<file path="src/rtl/reg_access_pkg.sv">
// Shared constants and types for the register access arbiter: register map,
// FSM state encoding and reset values.
package reg_access_pkg;

  typedef enum logic [1:0] {
    StIdle   = 2'd0,
    StAccess = 2'd1,
    StDone   = 2'd2
  } state_e;

  localparam int unsigned ADDR_ID      = 0;
  localparam int unsigned ADDR_CTRL    = 1;
  localparam int unsigned ADDR_SCRATCH = 2;
  localparam int unsigned ADDR_STATUS  = 3;
  localparam int unsigned ADDR_ACC_CNT = 4;

  localparam logic [7:0] CTRL_RST     = 8'h00;
  localparam logic [7:0] SCRATCH_RST  = 8'h00;
  localparam logic [7:0] ACC_CNT_RST  = 8'h00;
  localparam logic       ERR_RST      = 1'b0;
  localparam logic       LAST_GNT_RST = 1'b1;

  localparam logic [7:0] ID_EXPECTED  = 8'hA7;

endpackage

</file>
<file path="src/rtl/rr_arbiter_2.sv">
// Two-way round-robin grant selection. Purely combinational; the caller owns
// the last-grant register and only consumes gnt when a request is present.
module rr_arbiter_2 (
  input  logic req0,
  input  logic req1,
  input  logic last_gnt,
  output logic gnt
);

  always_comb begin
    if (req0 && req1) begin
      gnt = ~last_gnt;
    end else begin
      gnt = req1;
    end
  end

endmodule

</file>
<file path="src/rtl/reg_access_arbiter.sv">
// Two-port REQ/ACK arbiter onto a small control/status register space with
// fixed two-clock latency from request sampling to ACK.
module reg_access_arbiter
  import reg_access_pkg::*;
#(
  parameter int unsigned ADDR_W = 4,
  parameter int unsigned DATA_W = 8
) (
  input  logic              clk,
  input  logic              rst_n,
  input  logic              req0,
  input  logic              req1,
  input  logic              we0,
  input  logic              we1,
  input  logic [ADDR_W-1:0] addr0,
  input  logic [ADDR_W-1:0] addr1,
  input  logic [DATA_W-1:0] wdata0,
  input  logic [DATA_W-1:0] wdata1,
  output logic              ack0,
  output logic              ack1,
  output logic [DATA_W-1:0] rdata0,
  output logic [DATA_W-1:0] rdata1,
  input  logic [7:0]        id_in,
  output logic [DATA_W-1:0] ctrl_out,
  output logic              busy
);

  state_e state_q, state_d;

  logic              win_q, win_d;
  logic              we_q, we_d;
  logic [ADDR_W-1:0] addr_q, addr_d;
  logic [DATA_W-1:0] wdata_q, wdata_d;
  logic [DATA_W-1:0] ctrl_q, ctrl_d;
  logic [DATA_W-1:0] scratch_q, scratch_d;
  logic              err_q, err_d;
  logic              last_gnt_q, last_gnt_d;
  logic [7:0]        acc_q, acc_d;
  logic [DATA_W-1:0] rdata0_q, rdata0_d;
  logic [DATA_W-1:0] rdata1_q, rdata1_d;
  logic              ack0_q, ack0_d;
  logic              ack1_q, ack1_d;

  logic              gnt;
  logic              any_req;
  logic [DATA_W-1:0] rd_val;
  logic              err_hit;
  logic              wr_ctrl;
  logic              wr_scratch;
  logic              clr_err;

  assign any_req = req0 | req1;

  rr_arbiter_2 u_rr_arbiter_2 (
    .req0     (req0),
    .req1     (req1),
    .last_gnt (last_gnt_q),
    .gnt      (gnt)
  );

  // FSM state register
  always_ff @(posedge clk or negedge rst_n) begin
    if (!rst_n) begin
      state_q <= StIdle;
    end else begin
      state_q <= state_d;
    end
  end

  // FSM next state
  always_comb begin
    state_d = state_q;
    unique case (state_q)
      StIdle:   if (any_req) state_d = StAccess;
      StAccess: state_d = StDone;
      StDone:   state_d = StIdle;
      default:  state_d = StIdle;
    endcase
  end

  // FSM outputs
  always_comb begin
    busy = (state_q != StIdle);
  end

  // Register-map decode of the latched transaction.
  always_comb begin
    rd_val     = '0;
    err_hit    = 1'b0;
    wr_ctrl    = 1'b0;
    wr_scratch = 1'b0;
    clr_err    = 1'b0;
    case (addr_q)
      ADDR_W'(ADDR_ID): begin
        rd_val  = DATA_W'(id_in);
        err_hit = we_q;
      end
      ADDR_W'(ADDR_CTRL): begin
        rd_val  = ctrl_q;
        wr_ctrl = we_q;
      end
      ADDR_W'(ADDR_SCRATCH): begin
        rd_val     = scratch_q;
        wr_scratch = we_q;
      end
      ADDR_W'(ADDR_STATUS): begin
        rd_val  = DATA_W'({last_gnt_q, err_q});
        clr_err = we_q & wdata_q[0];
      end
      ADDR_W'(ADDR_ACC_CNT): begin
        rd_val  = DATA_W'(acc_q);
        err_hit = we_q;
      end
      default: begin
        rd_val  = '0;
        err_hit = 1'b1;
      end
    endcase
  end

  // Datapath next state
  always_comb begin
    win_d      = win_q;
    we_d       = we_q;
    addr_d     = addr_q;
    wdata_d    = wdata_q;
    ctrl_d     = ctrl_q;
    scratch_d  = scratch_q;
    err_d      = err_q;
    last_gnt_d = last_gnt_q;
    acc_d      = acc_q;
    rdata0_d   = rdata0_q;
    rdata1_d   = rdata1_q;
    ack0_d     = 1'b0;
    ack1_d     = 1'b0;

    if (state_q == StIdle && any_req) begin
      win_d   = gnt;
      we_d    = gnt ? we1 : we0;
      addr_d  = gnt ? addr1 : addr0;
      wdata_d = gnt ? wdata1 : wdata0;
    end

    if (state_q == StAccess) begin
      if (wr_ctrl) ctrl_d = wdata_q;
      if (wr_scratch) scratch_d = wdata_q;
      if (err_hit) begin
        err_d = 1'b1;
      end else if (clr_err) begin
        err_d = 1'b0;
      end
      acc_d      = acc_q + 8'd1;
      last_gnt_d = win_q;
      if (!we_q) begin
        if (win_q) begin
          rdata1_d = rd_val;
        end else begin
          rdata0_d = rd_val;
        end
      end
      ack0_d = ~win_q;
      ack1_d = win_q;
    end
  end

  always_ff @(posedge clk or negedge rst_n) begin
    if (!rst_n) begin
      win_q      <= 1'b0;
      we_q       <= 1'b0;
      addr_q     <= '0;
      wdata_q    <= '0;
      ctrl_q     <= DATA_W'(CTRL_RST);
      scratch_q  <= DATA_W'(SCRATCH_RST);
      err_q      <= ERR_RST;
      last_gnt_q <= LAST_GNT_RST;
      acc_q      <= ACC_CNT_RST;
      rdata0_q   <= '0;
      rdata1_q   <= '0;
      ack0_q     <= 1'b0;
      ack1_q     <= 1'b0;
    end else begin
      win_q      <= win_d;
      we_q       <= we_d;
      addr_q     <= addr_d;
      wdata_q    <= wdata_d;
      ctrl_q     <= ctrl_d;
      scratch_q  <= scratch_d;
      err_q      <= err_d;
      last_gnt_q <= last_gnt_d;
      acc_q      <= acc_d;
      rdata0_q   <= rdata0_d;
      rdata1_q   <= rdata1_d;
      ack0_q     <= ack0_d;
      ack1_q     <= ack1_d;
    end
  end

  assign ack0     = ack0_q;
  assign ack1     = ack1_q;
  assign rdata0   = rdata0_q;
  assign rdata1   = rdata1_q;
  assign ctrl_out = ctrl_q;

endmodule

</file>
<file path="config.mk">
export PLATFORM = sky130hd
export DESIGN_NAME = reg_access_arbiter
export DESIGN_NICKNAME = d
export VERILOG_FILES = /design/src/rtl/reg_access_pkg.sv /design/src/rtl/rr_arbiter_2.sv /design/src/rtl/reg_access_arbiter.sv
export SDC_FILE = /design/constraint.sdc
export NUM_CORES = 1
export LEC_CHECK = 0
export CORE_UTILIZATION = 40
export CTS_CLUSTER_DIAMETER = 150
export DETAILED_ROUTE_END_ITERATION = 8
export HOLD_SLACK_MARGIN = 0.05
export PLACE_DENSITY = 0.65
export SKIP_CTS_REPAIR_TIMING = 1
export SLEW_MARGIN = 20
export SYNTH_ARGS = -nofsm -noshare
export SYNTH_HDL_FRONTEND = slang
export SYNTH_SLANG_ARGS = --single-unit
</file>
<file path="constraint.sdc">
create_clock -name clk -period 1.7 [get_ports clk]
set_input_delay 0.255 -clock clk [delete_from_list [all_inputs] [get_ports clk]]
set_output_delay 0.255 -clock clk [all_outputs]
set_load 0.1 [all_outputs]
</file>
==> impl_metrics.toml, run 1 <==
[timing]
slew_headroom_pct = 67.74
fmax_ghz = 0.6204
setup_violations = 0
min_period_ns = 1.612
setup_tns_ns = 0
hold_violations = 0
report.final.slew_viol_count = 0
tightest_slew_ns = 0.4840
grt_setup_unrepaired = "no"
fin_skew_ns = 0.003652
min_period_over_period_pct = 94.81

[yosys]
synth_edf_count = 0
ys_async_sr_fraction_pct = 100.0
synthDistinctLibCells = 37
yosys-top-cells-area = "dfrtp_1, mux2i_1, a21oi_1"
synthTopCellsByCount = "dfrtp_1, nor2_1, a21oi_1, mux2i_1, nand3b_1"
ys_seq_area_share_pct = 53.05
synth.largest_area_cell = "dfrtp_1"
yosysWarnings = 0
yosysMostFrequentCell = "dfrtp_1"
syn-num-nets = 299
avgSynthCellArea_um2 = 10.90
syn_area_um2 = 2833
synth-main-ff-cell = "dfrtp_1"
synth_top_area_share_pct = 52.12
syn_inst = 260
ys_ff_latch = 60

[grt]
track_usage_pct = 17.37
grt_antenna_before_repair = 0
grt_pass1_wl_mm = 9.818
grt_pass1_vias = 2017
grt_max_degree = 61
gr-total-overflow = 0

[clocking]
cts_num_sinks = 60
clk_pin_slew_ns = 0.06
htree_levels = 3
clockBufferDepth = 2
insertion_delay_ns = 0.33
root_buffer = "clkbuf_8"
tritoncts = "done"
cts_made_buffers = 9

[floorplan]
ioPinCount = 65
coreArea_um2 = 6832
die_h_um = 86.16
rows = 30
die_area_um2 = 7423
start_util_pct = 41.47
floorplan.die.width_um = 86.16

[placed_design]
portBuffers = 64
gp_congestion = 0.8327
hpwl_mm = 4.370

[layout]
regArea_um2 = 1503
layout-drive-gt1-share_pct = 22.85
fill_cells = 587
fin_nets = 371
antenna_cells = 0
syn_to_final_growth_pct = 44.79
multi_input_area_um2 = 1230

[setup_path]
critPathKind = "flop to flop"
critPathMaxStageDelay_ns = 0.44
cp_data_required_time_ns = 1.91
start_kind = "flop"
crit_path_end_kind = "flop"
cp_cell_sequence = "nor4b_4, and3_1, buf_12, mux2_4"
critPathSlowestCell = "dfrtp_1"
r2r_end = "scratch_q[5]"
r2r_slack_ns = 0.09
timing.rr.start = "addr_q[0]"
worstPathArrival_ns = 1.83
r2r_cells = 4
cp_max_fo = 8

[detailed_routing]
firstDrtPassIters = 6
wl_per_cell_um = 13.45
drt_wl_total_mm = 5.822
drc = 0
antenna_left = 0
drtIter0Drc = 103
vias_per_cell = 4.963
via_count = 2149

[job]
cap_viol_max_count = 0

[status]
status = "finished clean"

[worst_hold_path]
hp-class = "input port to async pin"
==> layout by cell type, fill, tap and decap left out, drive strengths merged <==
master,n
a221oi,2
nor3,2
nand2,12
o21ai,1
nand4,4
mux2i,21
dfstp,1
and4b,1
nor2b,1
a21oi,37
nand4b,2
clkinv,1
dfrtp,59
a21boi,1
nor4b,1
or3,1
xnor2,7
o21a,1
clkdlybuf4s50,36
ha,1
or2,1
inv,5
nor2,47
dlygate4sd3,1
buf,39
nand3,1
clkbuf,15
o22ai,1
mux2,16
nand2b,2
nand3b,13
o31ai,2
and3,2
==> layout make-up <==
| class | count | share of cell area [%] |
|---|---|---|
| Multi-Input combinational cell | 180 | 29.99 |
| Sequential cell | 60 | 36.64 |
| Tap cell | 96 | 2.929 |
| Timing Repair Buffer | 76 | 25.56 |
| Clock buffer | 15 | 4.301 |
| Clock inverter | 1 | 0.1220 |
| Inverter | 5 | 0.4576 |
==> critical path, delay by kind of cell, from the launching register on <==
kind | cells | cell delay [ns]
mux | 1 | 0.30
simple gates | 2 | 0.61
buf+inv | 1 | 0.14
flops | 1 | 0.44
==> how the worst max path moves through the flow <==
stage              endpoint  slack, ns  cells after the start         from
3_3_place_gp      addr_q[2]       0.10                      5         req1
3_5_place_dp      addr_q[2]       0.07                      5         req1
4_1_cts                busy        0.1                      3   state_q[0]
5_1_grt        scratch_q[7]      0.004                      4    addr_q[0]
2_1_floorplan     rdata1[0]       0.17                      4  ctrl_out[0]
6_report       scratch_q[5]       0.09                      4    addr_q[0]
==> per-layer routing <==
layer  global-route usage [%]  wire length (µm)
met1                    23.73              2725
met2                    26.33              2706
met3                    3.754               270
met4                    8.182               119
met5                        0                 0
==> kinds of logic after synthesis <==
logic type	after synthesis	share of synthesized area (%)
DFF	60	53.05
adders and majority gates	1	0.4416
and+or+nand+nor	90	16.70
xor gates and xnor gates	7	2.164
muxes	37	14.84
buffers and inverters	20	4.063
AOI/OAI and AO/OA	45	8.746
==> through the flow <==
| step | cells | area [µm²] | hold slack, ns | setup WS, ns | utilization (%) |
|---|---|---|---|---|---|
| 6_report | 433 | 4101 | 0.4466 | 0.08816 | 60.04 |
| 5_1_grt | 433 | 4101 | 0.4873 | 0.004244 | 60.04 |
| 4_1_cts | 432 | 4076 | -0.07630 | 0.09977 | 59.67 |
| 3_5_place_dp | 416 | 3895 | 0.2824 | 0.07082 | 57.01 |
| 3_3_place_gp | 416 | 3895 | 0.2809 | 0.1027 | 57.01 |
| 2_1_floorplan | 260 | 2833 | -0.04059 | 0.1728 | - |
==> flip-flops by register name, indices dropped and copies added, names as in the netlist <==
signal / cells
acc_q: 8
ack0: 1
ack1: 1
addr_q: 4
ctrl_out: 8
err_q: 1
last_gnt_q: 1
rdata0: 8
rdata1: 8
scratch_q: 8
state_q: 2
wdata_q: 8
we_q: 1
win_q: 1
Power of run 1 is left out: the tool's default activity adds up to more than one toggle a clock period on the data nets, which glitch-free logic cannot reach.
==> run 2, diff against run 1 <==
- PLACE_DENSITY: 0.65 -> 0.69
==> impl_metrics.toml, run 2 (synthesized netlist as in run 1, its figures left out) <==
[floorplan]
floorplan.die.width_um = 86.16
start_util_pct = 41.47
ioPinCount = 65
rows = 30
die_h_um = 86.16
die_area_um2 = 7423
coreArea_um2 = 6832

[setup_path]
crit_path_end_kind = "flop"
r2r_cells = 4
r2r_end = "scratch_q[7]"
cp_cell_sequence = "nor4b_4, and3_1, buf_12, mux2_4"
timing.rr.start = "addr_q[2]"
cp_data_required_time_ns = 1.92
critPathSlowestCell = "dfrtp_1"
crit_buf_inv = 1
critPathMaxStageDelay_ns = 0.47
r2r_slack_ns = 0.05
cp_max_fo = 8
crit_start = "addr_q[2]"
crit_cells = 4
critPathKind = "flop to flop"
start_kind = "flop"
critical-path-top-delay-family = "simple AND/OR/NAND/NOR gates"
worstPathArrival_ns = 1.87
endpoint = "scratch_q[7]"

[layout]
layout-drive-gt1-share_pct = 23.89
fin_nets = 373
final_cell_mix = "dfrtp_1, nor2_1, a21oi_1"
antenna_cells = 0
syn_to_final_growth_pct = 46.51
fill_cells = 550
layout_commonest_cell = "dfrtp_1"

[timing]
report.final.slew_viol_count = 0
hold_violations = 0
grt_setup_unrepaired = "no"
min_period_over_period_pct = 97.19
tightest_slew_ns = 0.4337
setup_violations = 0
fin_skew_ns = 0.004383
min_period_ns = 1.652
fmax_ghz = 0.6053
slew_headroom_pct = 71.09
setup_tns_ns = 0

[detailed_routing]
wl_per_cell_um = 13.52
drt_wl_total_mm = 5.882
drtIter0Drc = 109
drc = 0
antenna_left = 0
vias_per_cell = 4.956
via_count = 2156
firstDrtPassIters = 4

[placed_design]
hpwl_mm = 4.523
portBuffers = 64
gp_congestion = 0.8151

[grt]
grt_antenna_before_repair = 0
track_usage_pct = 17.72
gr-total-overflow = 0
use_met1_pct = 24.44
grt_pass1_vias = 2106
grt_pass1_wl_mm = 10.07
grt.busiest_layer = "met2"
use_met2_pct = 26.98
grt_max_degree = 36
met3_usage_pct = 4.427

[clocking]
root_buffer = "clkbuf_8"
tritoncts = "done"
insertion_delay_ns = 0.33
cts_num_sinks = 60
clockBufferDepth = 2
cts_made_buffers = 9
clk_pin_slew_ns = 0.06
htree_levels = 3

[job]
cap_viol_max_count = 0

[worst_hold_path]
hp-class = "input port to async pin"

[status]
status = "finished clean"
run 2: cell count changes in the layout (fill, tap and decap cells not counted):
cell / previous run / this run
buf_12: 31 / 30
buf_4: 7 / 10
bufinv_16: 0 / 2
clkbuf_1: 3 / 1
clkinv_2: 1 / 0
clkinvlp_4: 0 / 1
nand4_2: 0 / 1
nand4_4: 1 / 0
run 2: how the worst min path moves through the flow:
stage                      from  slack, ns  cells past startpoint           to
final                     rst_n       0.45                      3   wdata_q[5]
after global routing      rst_n       0.49                      3   wdata_q[5]
after CTS                 rst_n      -0.08                      2  ctrl_out[2]
after detailed placement  rst_n       0.28                      2  ctrl_out[4]
after global placement    rst_n       0.27                      2  ctrl_out[4]
after floorplan           rst_n      -0.04                      0     acc_q[0]
run 2: per-stage QoR:
step                      util [%]  hold WS [ns]  setup WS, ns  area [µm²]  std cells
after floorplan                  -      -0.04059        0.1728        2833        260
after global placement       57.05        0.2709        0.1344        3897        418
after detailed placement     57.05        0.2781        0.1148        3897        418
after CTS                    60.51      -0.08233       0.09553        4134        434
after global routing         60.75        0.4852      0.009228        4150        435
final                        60.75        0.4493       0.04782        4150        435
run 2: area by class of cell:
type	count	area [µm²]	share of cell area, %
Clock buffer	13	168.9	4.070
Clock inverter	3	67.56	1.628
Inverter	5	18.77	0.4522
Multi-Input combinational cell	180	1221	29.42
Sequential cell	60	1503	36.21
Tap cell	96	120.1	2.894
Timing Repair Buffer	78	1051	25.32
run 2: metal layers:
| layer | vias up | part of all wire (%) |
|---|---|---|
| met1 | 1023 | 47 |
| met4 | 0 | 1.7 |
| li1 | 1050 | - |
| met3 | 12 | 4.9 |
| met5 | - | 0 |
| met2 | 71 | 46 |
run 2: worst reg2reg max path, stage by stage (launching register included):
cell and delay (ns):
dfrtp_1 0.47, nor4b_4 0.36, and3_1 0.26, buf_12 0.15
mux2_4 0.30
Power of run 2 is left out for the same reason.
==> run 3, diff against run 2 <==
- CORE_ASPECT_RATIO: not set -> 1.75
- SYNTH_HIERARCHICAL: not set -> 1
==> impl_metrics.toml, run 3 <==
[timing]
min_period_ns = 1.630
tightest_slew_ns = 0.4512
slew_headroom_pct = 69.92
report.final.slew_viol_count = 0
setup_violations = 0
hold_violations = 0
fmax_ghz = 0.6137
grt_setup_unrepaired = "yes"
fin_skew_ns = 0.006567
min_period_over_period_pct = 95.86

[floorplan]
start_util_pct = 41.89
die_h_um = 112.3
coreArea_um2 = 6636
ioPinCount = 65
die_area_um2 = 7301
rows = 39
floorplan.die.width_um = 65.02

[layout]
antenna_cells = 0
layout-drive-gt1-share_pct = 25.96
syn_to_final_growth_pct = 52.03
fin_nets = 373
final_cell_mix = "dfrtp_1, nor2_1, a21oi_1, clkdlybuf4s50_1, buf_12"
finish.utilization_pct = 63.69
layout_commonest_cell = "dfrtp_1"

[detailed_routing]
top_layer = "met4"
wl_met1_mm = 2.345
firstDrtPassIters = 4
wl_met2_mm = 3.852
wl_per_cell_um = 15.40
vias_per_cell = 5.112
drc = 0
antenna_left = 0
drt_wl_total_mm = 6.482
dr_wl_met3_um = 211
drtIter0Drc = 88
via_count = 2152

[placed_design]
hpwl_mm = 4.910
gp_congestion = 0.7930
portBuffers = 64

[grt]
gr-total-overflow = 0
grt_antenna_before_repair = 0
grt_pass1_vias = 2247
grt_pass1_wl_mm = 10.96
track_usage_pct = 20.15
grt_max_degree = 28

[worst_hold_path]
hp-class = "input port to async pin"

[clocking]
htree_levels = 3
cts_made_buffers = 9
insertion_delay_ns = 0.33
clk_pin_slew_ns = 0.05
tritoncts = "done"
cts_num_sinks = 60
root_buffer = "clkbuf_16"
clockBufferDepth = 2

[yosys]
synthDistinctLibCells = 35
synth_top_area_share_pct = 53.11
avgSynthCellArea_um2 = 10.95
yosysMostFrequentCell = "dfrtp_1"
ys_seq_area_share_pct = 54.05
ys_async_sr_fraction_pct = 100.0
yosys-top-cells-area = "dfrtp_1, mux2i_1, nor2_1"
synth_edf_count = 0
syn_area_um2 = 2780
synthTopCellsByCount = "dfrtp_1, nor2_1, a21oi_1, mux2i_1, mux2_2"
yosysWarnings = 6
synth.largest_area_cell = "dfrtp_1"
synth-main-ff-cell = "dfrtp_1"
syn-num-nets = 293
syn_inst = 254
ys_ff_latch = 60

[setup_path]
cp_max_fo = 8
crit_path_end_kind = "flop"
cp_data_required_time_ns = 1.91
worstPathArrival_ns = 1.84
start_kind = "flop"
critPathKind = "flop to flop"

[job]
cap_viol_max_count = 0

[status]
status = "finished clean"
run 3: cell types whose count changed after synthesis, moves of 2 or more:
| cell | before | now |
|---|---|---|
| a22o_1 | 0 | 2 |
| buf_2 | 8 | 6 |
| clkbuf_1 | 2 | 4 |
| mux2_2 | 8 | 16 |
| mux2_4 | 8 | 0 |
| nand2_1 | 12 | 8 |
| nand4b_1 | 2 | 0 |
| nor2_1 | 47 | 49 |
| o31ai_1 | 2 | 0 |
run 3: final timing paths:
check,startpoint,slack [ns],to,cells after the start
setup reg to reg,addr_q[2],0.07,ctrl_out[5],3
hold / removal,rst_n,0.42,addr_q[1],2
setup / recovery,addr_q[2],0.07,ctrl_out[5],3
hold reg to reg,acc_q[7],0.48,acc_q[7],1
max in group asynchronous,rst_n,0.64,scratch_q[3],4
min in group clk,acc_q[7],0.48,acc_q[7],1
run 3: worst max-delay path: stages (launching register included):
cell	delay, ns
dfrtp_1	0.46
or3_1	0.47
nor2_8	0.22
mux2_2	0.37
run 3: layout make-up:
class | count | area, µm²
timing repair buffer | 83 | 1114
tap | 82 | 102.6
multi-input combinational | 177 | 1192
inverter | 3 | 11.26
clock buffer | 12 | 256.5
fill | 531 | 2410
sequential | 60 | 1503
clock inverter | 4 | 47.55
run 3: metrics by stage:
stage	hold WS (ns)	cell area, µm²	cells	setup slack [ns]	TNS, ns
final	0.4165	4227	421	0.07044	0
after global routing	0.4527	4227	421	-0.02354	-0.1333
after CTS	-0.1214	4210	420	0.06861	0
after floorplan	-0.04059	2780	254	0.05851	0
after global placement	0.2149	3906	404	0.1259	0
after detailed placement	0.2286	3906	404	0.07207	0
run 3: routing by layer:
| metal | vias up | GRT usage, % |
|---|---|---|
| met5 | - | 0 |
| met4 | 0 | 8.696 |
| met3 | 5 | 5.793 |
| met2 | 51 | 35.76 |
| met1 | 1053 | 21.68 |
| li1 | 1043 | - |
run 3: kinds of logic after synthesis:
kind of cell	count (synthesis)	share of synthesized area, %
simple gates	88	16.83
flops	60	54.05
compound gates	42	8.371
buf+inv	17	3.285
xor+xnor	7	2.205
mux	39	14.81
fa+ha+maj	1	0.4500
Power of run 3 is left out for the same reason.
==> edit 1, RTL diff (flow settings as in run 1) <==
The 3 states of `state_e` get a one-hot encoding in 3 bits.
--- a/src/rtl/reg_access_pkg.sv
+++ b/src/rtl/reg_access_pkg.sv
@@ -2,10 +2,10 @@
 // FSM state encoding and reset values.
 package reg_access_pkg;
 
-  typedef enum logic [1:0] {
-    StIdle   = 2'd0,
-    StAccess = 2'd1,
-    StDone   = 2'd2
+  typedef enum logic [2:0] {
+    StIdle   = 3'b001,
+    StAccess = 3'b010,
+    StDone   = 3'b100
   } state_e;
 
   localparam int unsigned ADDR_ID      = 0;
Behaviour: same outputs for any inputs over 10 cycles, from zero or initial values and one cycle with rst_n low; not proved beyond that.
==> edit 1 against run 1 <==
Register-to-register slack improved by 0.05 ns. Via count about the same. Sequential cell count grew 1. Synthesized cell count shrank 10%. Highest routed layer unchanged. Routed wire length rose by 16%. Cell area rose by 3.5%. Setup slack improved by 0.034 ns. Non-clock buffer count up 8. Worst hold slack improved by 0.019 ns. Synthesized area is 3.5% higher. Final cell count down 3.5%.
==> edit 1: results (changes against run 1) <==
wire length of the first global-routing pass=11,300 µm (+16%); Mapped Avg Cell Area=12.5 µm² (+15%); Max transition margin=0.676 (-0.000966); Cell variety after synth=36 (-2.7%); GR Util met2=0.307 (+0.0435); Post-Synth Adder-Cell Area=0.00427 (-0.000151); post-synthesis mux area share=0.196 (+0.0474); post-layout net count=356 (-4.0%); Plain + repair buffers=84 (+11%); outcome=complete, no violations; signal buffers share of area=0.255 (-0.000413); fraction of area in registers=0.360 (-0.00623); Post-Place Worst Slack=-0.240 ns (-0.310 ns); Multi-input gate area=1330 µm² (+8.2%); Cell Count, Final, Fillers Out=418 (-3.5%); Compound-Gate Fraction of Synth Area=0.0973 (+0.00981); GRT met3 Usage=0.0424 (+0.00488); multi-input gates=159 (-12%); DRT iter0 DRCs=67 (-35%); largest net degree at the start of global routing=62 (+1.6%); DRT met1 WL=3210 µm (+18%); DPL Wire Length=4900 µm (+12%); vias in the first global route=2,217 (+9.9%); Worst path max stage delay=0.49 ns (+0.05 ns); xor/xnor share of the synthesized area=0.0209 (-0.000739); Clock-cell share=0.0398 (-0.00445); R2R Setup Slk=0.14 ns (+0.05 ns); layout clock buffer count=12 (-3); Inst Count DP=401 (-3.6%)
## edit 1: cell types whose count changed in the layout (fill, tap and decap cells not counted), moves of 10 or more
cell,run 1,this run
a21oi_1,37,17
mux2_2,8,50
a31oi_1,0,16
buf_4,7,17
nand3b_1,13,0
mux2i_1,21,0
and3b_1,0,14
nor2_1,47,5
## edit 1: power breakdown
| part | switching, mW | total (mW) | internal, mW |
|---|---|---|---|
| registers | 0.576 | 2.59 | 2.01 |
| logic | 2.89 | 4.90 | 2.02 |
| clock network | 0.549 | 1.11 | 0.564 |
## edit 1: cell families after synthesis
logic type / after synthesis
AOI/OAI and AO/OA: 48
xor gates and xnor gates: 7
adders and majority gates: 1
buffers and inverters: 14
DFF: 61
muxes: 51
and+or+nand+nor: 52
## edit 1: metrics by stage
stage | setup TNS (ns) | hold WS (ns) | power [mW] | cell area (µm²) | util
3_3_place_gp | -2.33 | 0.293 | 7.46 | 4070 | 0.586
6_report | 0 | 0.466 | 8.60 | 4250 | 0.611
3_5_place_dp | -3.02 | 0.287 | 7.54 | 4070 | 0.586
5_1_grt | 0 | 0.506 | 9.03 | 4250 | 0.611
4_1_cts | 0 | -0.0759 | 8.68 | 4240 | 0.610
2_1_floorplan | 0 | -0.0406 | 5.59 | 2930 | -
## edit 1: how the worst max path moves through the flow
stage,end,slack [ns],depth (start not counted),startpoint
4_1_cts,addr_q[0],0.11,5,req1
3_3_place_gp,wdata_q[3],-0.18,5,req1
6_report,addr_q[0],0.12,5,req1
2_1_floorplan,addr_q[0],0.09,4,last_gnt_q
5_1_grt,addr_q[0],0.05,5,req1
3_5_place_dp,wdata_q[2],-0.24,5,req1
## edit 1: worst register-to-register path: stages (launching register included)
cell	delay, ns
dfrtp_1	0.39
or3b_1	0.43
clkinv_4	0.10
nand3_4	0.15
mux2_1	0.37
==> edit 2, RTL diff (settings of run 1) <==
Made on the original files. Change the parameter `DATA_W` from 8 to 10.
--- a/src/rtl/reg_access_arbiter.sv
+++ b/src/rtl/reg_access_arbiter.sv
@@ -4,7 +4,7 @@
   import reg_access_pkg::*;
 #(
   parameter int unsigned ADDR_W = 4,
-  parameter int unsigned DATA_W = 8
+  parameter int unsigned DATA_W = 10
 ) (
   input  logic              clk,
   input  logic              rst_n,
Interface: changed (5 resized); port bits go from 65 to 75. No check against the original RTL was run, so the function may have changed too.
==> edit 2 against run 1 <==
Worst hold slack lost 0.21 ns. Non-clock buffer count is 12 higher. Setup slack better by 0.10 ns. Routed wire length is 8.0% higher. Sequential cell count increased by 10. First-iteration DRC count fell by 15%. Cell area is 12% higher. Critical path depth is 1 lower. Synthesized area increased by 11%.
==> edit 2: results (changes against run 1) <==
wire length of the first global-routing pass=10,800 µm (+10%); static leakage=2.02 nW; Worst path max stage delay=0.47 ns (+0.03 ns); antenna cells=0 (unchanged); cts bufs inserted=9 (unchanged); xor/xnor share of the synthesized area=0.0196 (-0.00208); DRT iter0 DRCs=88 (-15%); routability cong.=0.760 (-8.7%); Vias per Instance=5.00 (+0.70%); Mapped Avg Cell Area=11.4 µm² (+4.6%); post-synthesis mux area share=0.149 (+0.000492); DRT Pass-1 Iters=4 (-2); Cell Count, Final, Fillers Out=460 (+6.2%); Clock Pin Slew Worst Setup and Hold Paths=0.07 ns; Max transition margin=0.637 (-0.0407); Avg WL per Cell=13.7 µm (+1.7%); Async SR Flop Fraction=1.00 (unchanged); largest net degree at the start of global routing=45 (-26%); Layout fillers=618 (+5.3%); HP Class=in -> async; Clk Latency, worst-skew pair=0.34 ns; Port Buffer Count=74 (+16%); Compound-Gate Fraction of Synth Area=0.117 (+0.0299); Seq/Total Area, Yosys=0.559 (+0.0288); dpl cell area=4360 µm² (+12%); clk_skew=0.0104 ns (+0.00680 ns); H-tree levels=3 (unchanged); layout cells sized above 1=0.263 (+0.0347); worst-path maximum fanout=10 (+2); post-layout net count=399 (+7.5%); synth top area cells=dfrtp_1 (55%), mux2_2 (7.5%), mux2i_1 (7.3%); initial antenna violation count=0 (unchanged); clock root cell=clkbuf_8; DPL Wire Length=4860 µm (+11%); vias in the first global route=2,181 (+8.1%); syn_nets=318 (+6.4%); Inst Count DP=443 (+6.5%); Post-Synth Adder-Cell Area=0.00399 (-0.000425); most frequent cells after synthesis=dfrtp_1 (69), nand2_1 (29), mux2i_1 (23); gr usage total=0.169 (-0.00432); Cell variety after synth=41 (+11%); slowest stage cell, crit path=dfrtp_1; Yosys Warn Count=0 (unchanged); clock tree buffer depth=2 (unchanged); outcome=complete, no violations; Arr. time, crit path=1.73 ns (-0.10 ns); peak supply drop=821 µV
==> edit 2: area by class of cell <==
class | count | share of cell area
clock buffers | 10 | 0.0277
clock inverters | 6 | 0.0239
inverters | 4 | 0.00326
multi-input cells | 183 | 0.277
flip-flops and latches | 70 | 0.381
well taps | 99 | 0.0269
repair buffers | 88 | 0.260
==> edit 2: path summary, 6_finish.rpt <==
path                            from     endpoint  slack, ns  cells after the start
setup reg to reg           addr_q[2]  ctrl_out[1]       0.19                      3
hold reg to reg                win_q         ack0       0.44                      1
min in group clk               win_q         ack0       0.44                      1
max in group asynchronous      rst_n        err_q       0.75                      3
setup / recovery           addr_q[2]  ctrl_out[1]       0.19                      3
hold / removal                 rst_n   wdata_q[8]       0.24                      2
==> edit 2: stage by stage <==
step / utilization / setup slack (ns) / hold slack, ns / total power [mW]
4_1_cts: 0.620 / 0.166 / -0.311 / 9.91
5_1_grt: 0.622 / 0.0951 / 0.237 / 10.3
6_report: 0.622 / 0.188 / 0.238 / 9.82
2_1_floorplan: - / 0.185 / -0.0406 / 6.31
3_5_place_dp: 0.588 / 0.123 / 0.0507 / 8.33
3_3_place_gp: 0.588 / 0.185 / 0.0456 / 8.24
==> edit 2: power breakdown <==
group | switching, mW | leakage (nW) | internal (mW)
Sequential | 0.687 | 0.891 | 2.34
Clock | 0.595 | 0.112 | 0.972
Combinational | 3.20 | 1.02 | 2.03
==> edit 2: kinds of logic after synthesis <==
family / count (synthesis)
and+or+nand+nor: 73
DFF: 70
AOI/OAI and AO/OA: 58
muxes: 44
buffers and inverters: 22
xor gates and xnor gates: 7
adders and majority gates: 1
==> edit 2: critical path: cells and delay by family (launching register included) <==
| kind | cells | cell delay [ns] |
|---|---|---|
| flip-flops | 1 | 0.47 |
| multiplexers | 1 | 0.35 |
| AND/OR/NAND/NOR | 2 | 0.58 |
==> edit 2: routing by layer <==
metal	up-vias	track usage	routed length (µm)
li1	1140	-	-
met1	1094	0.231	2930
met2	59	0.259	3010
met3	6	0.0505	274
met4	0	0.0524	74
met5	-	0	0
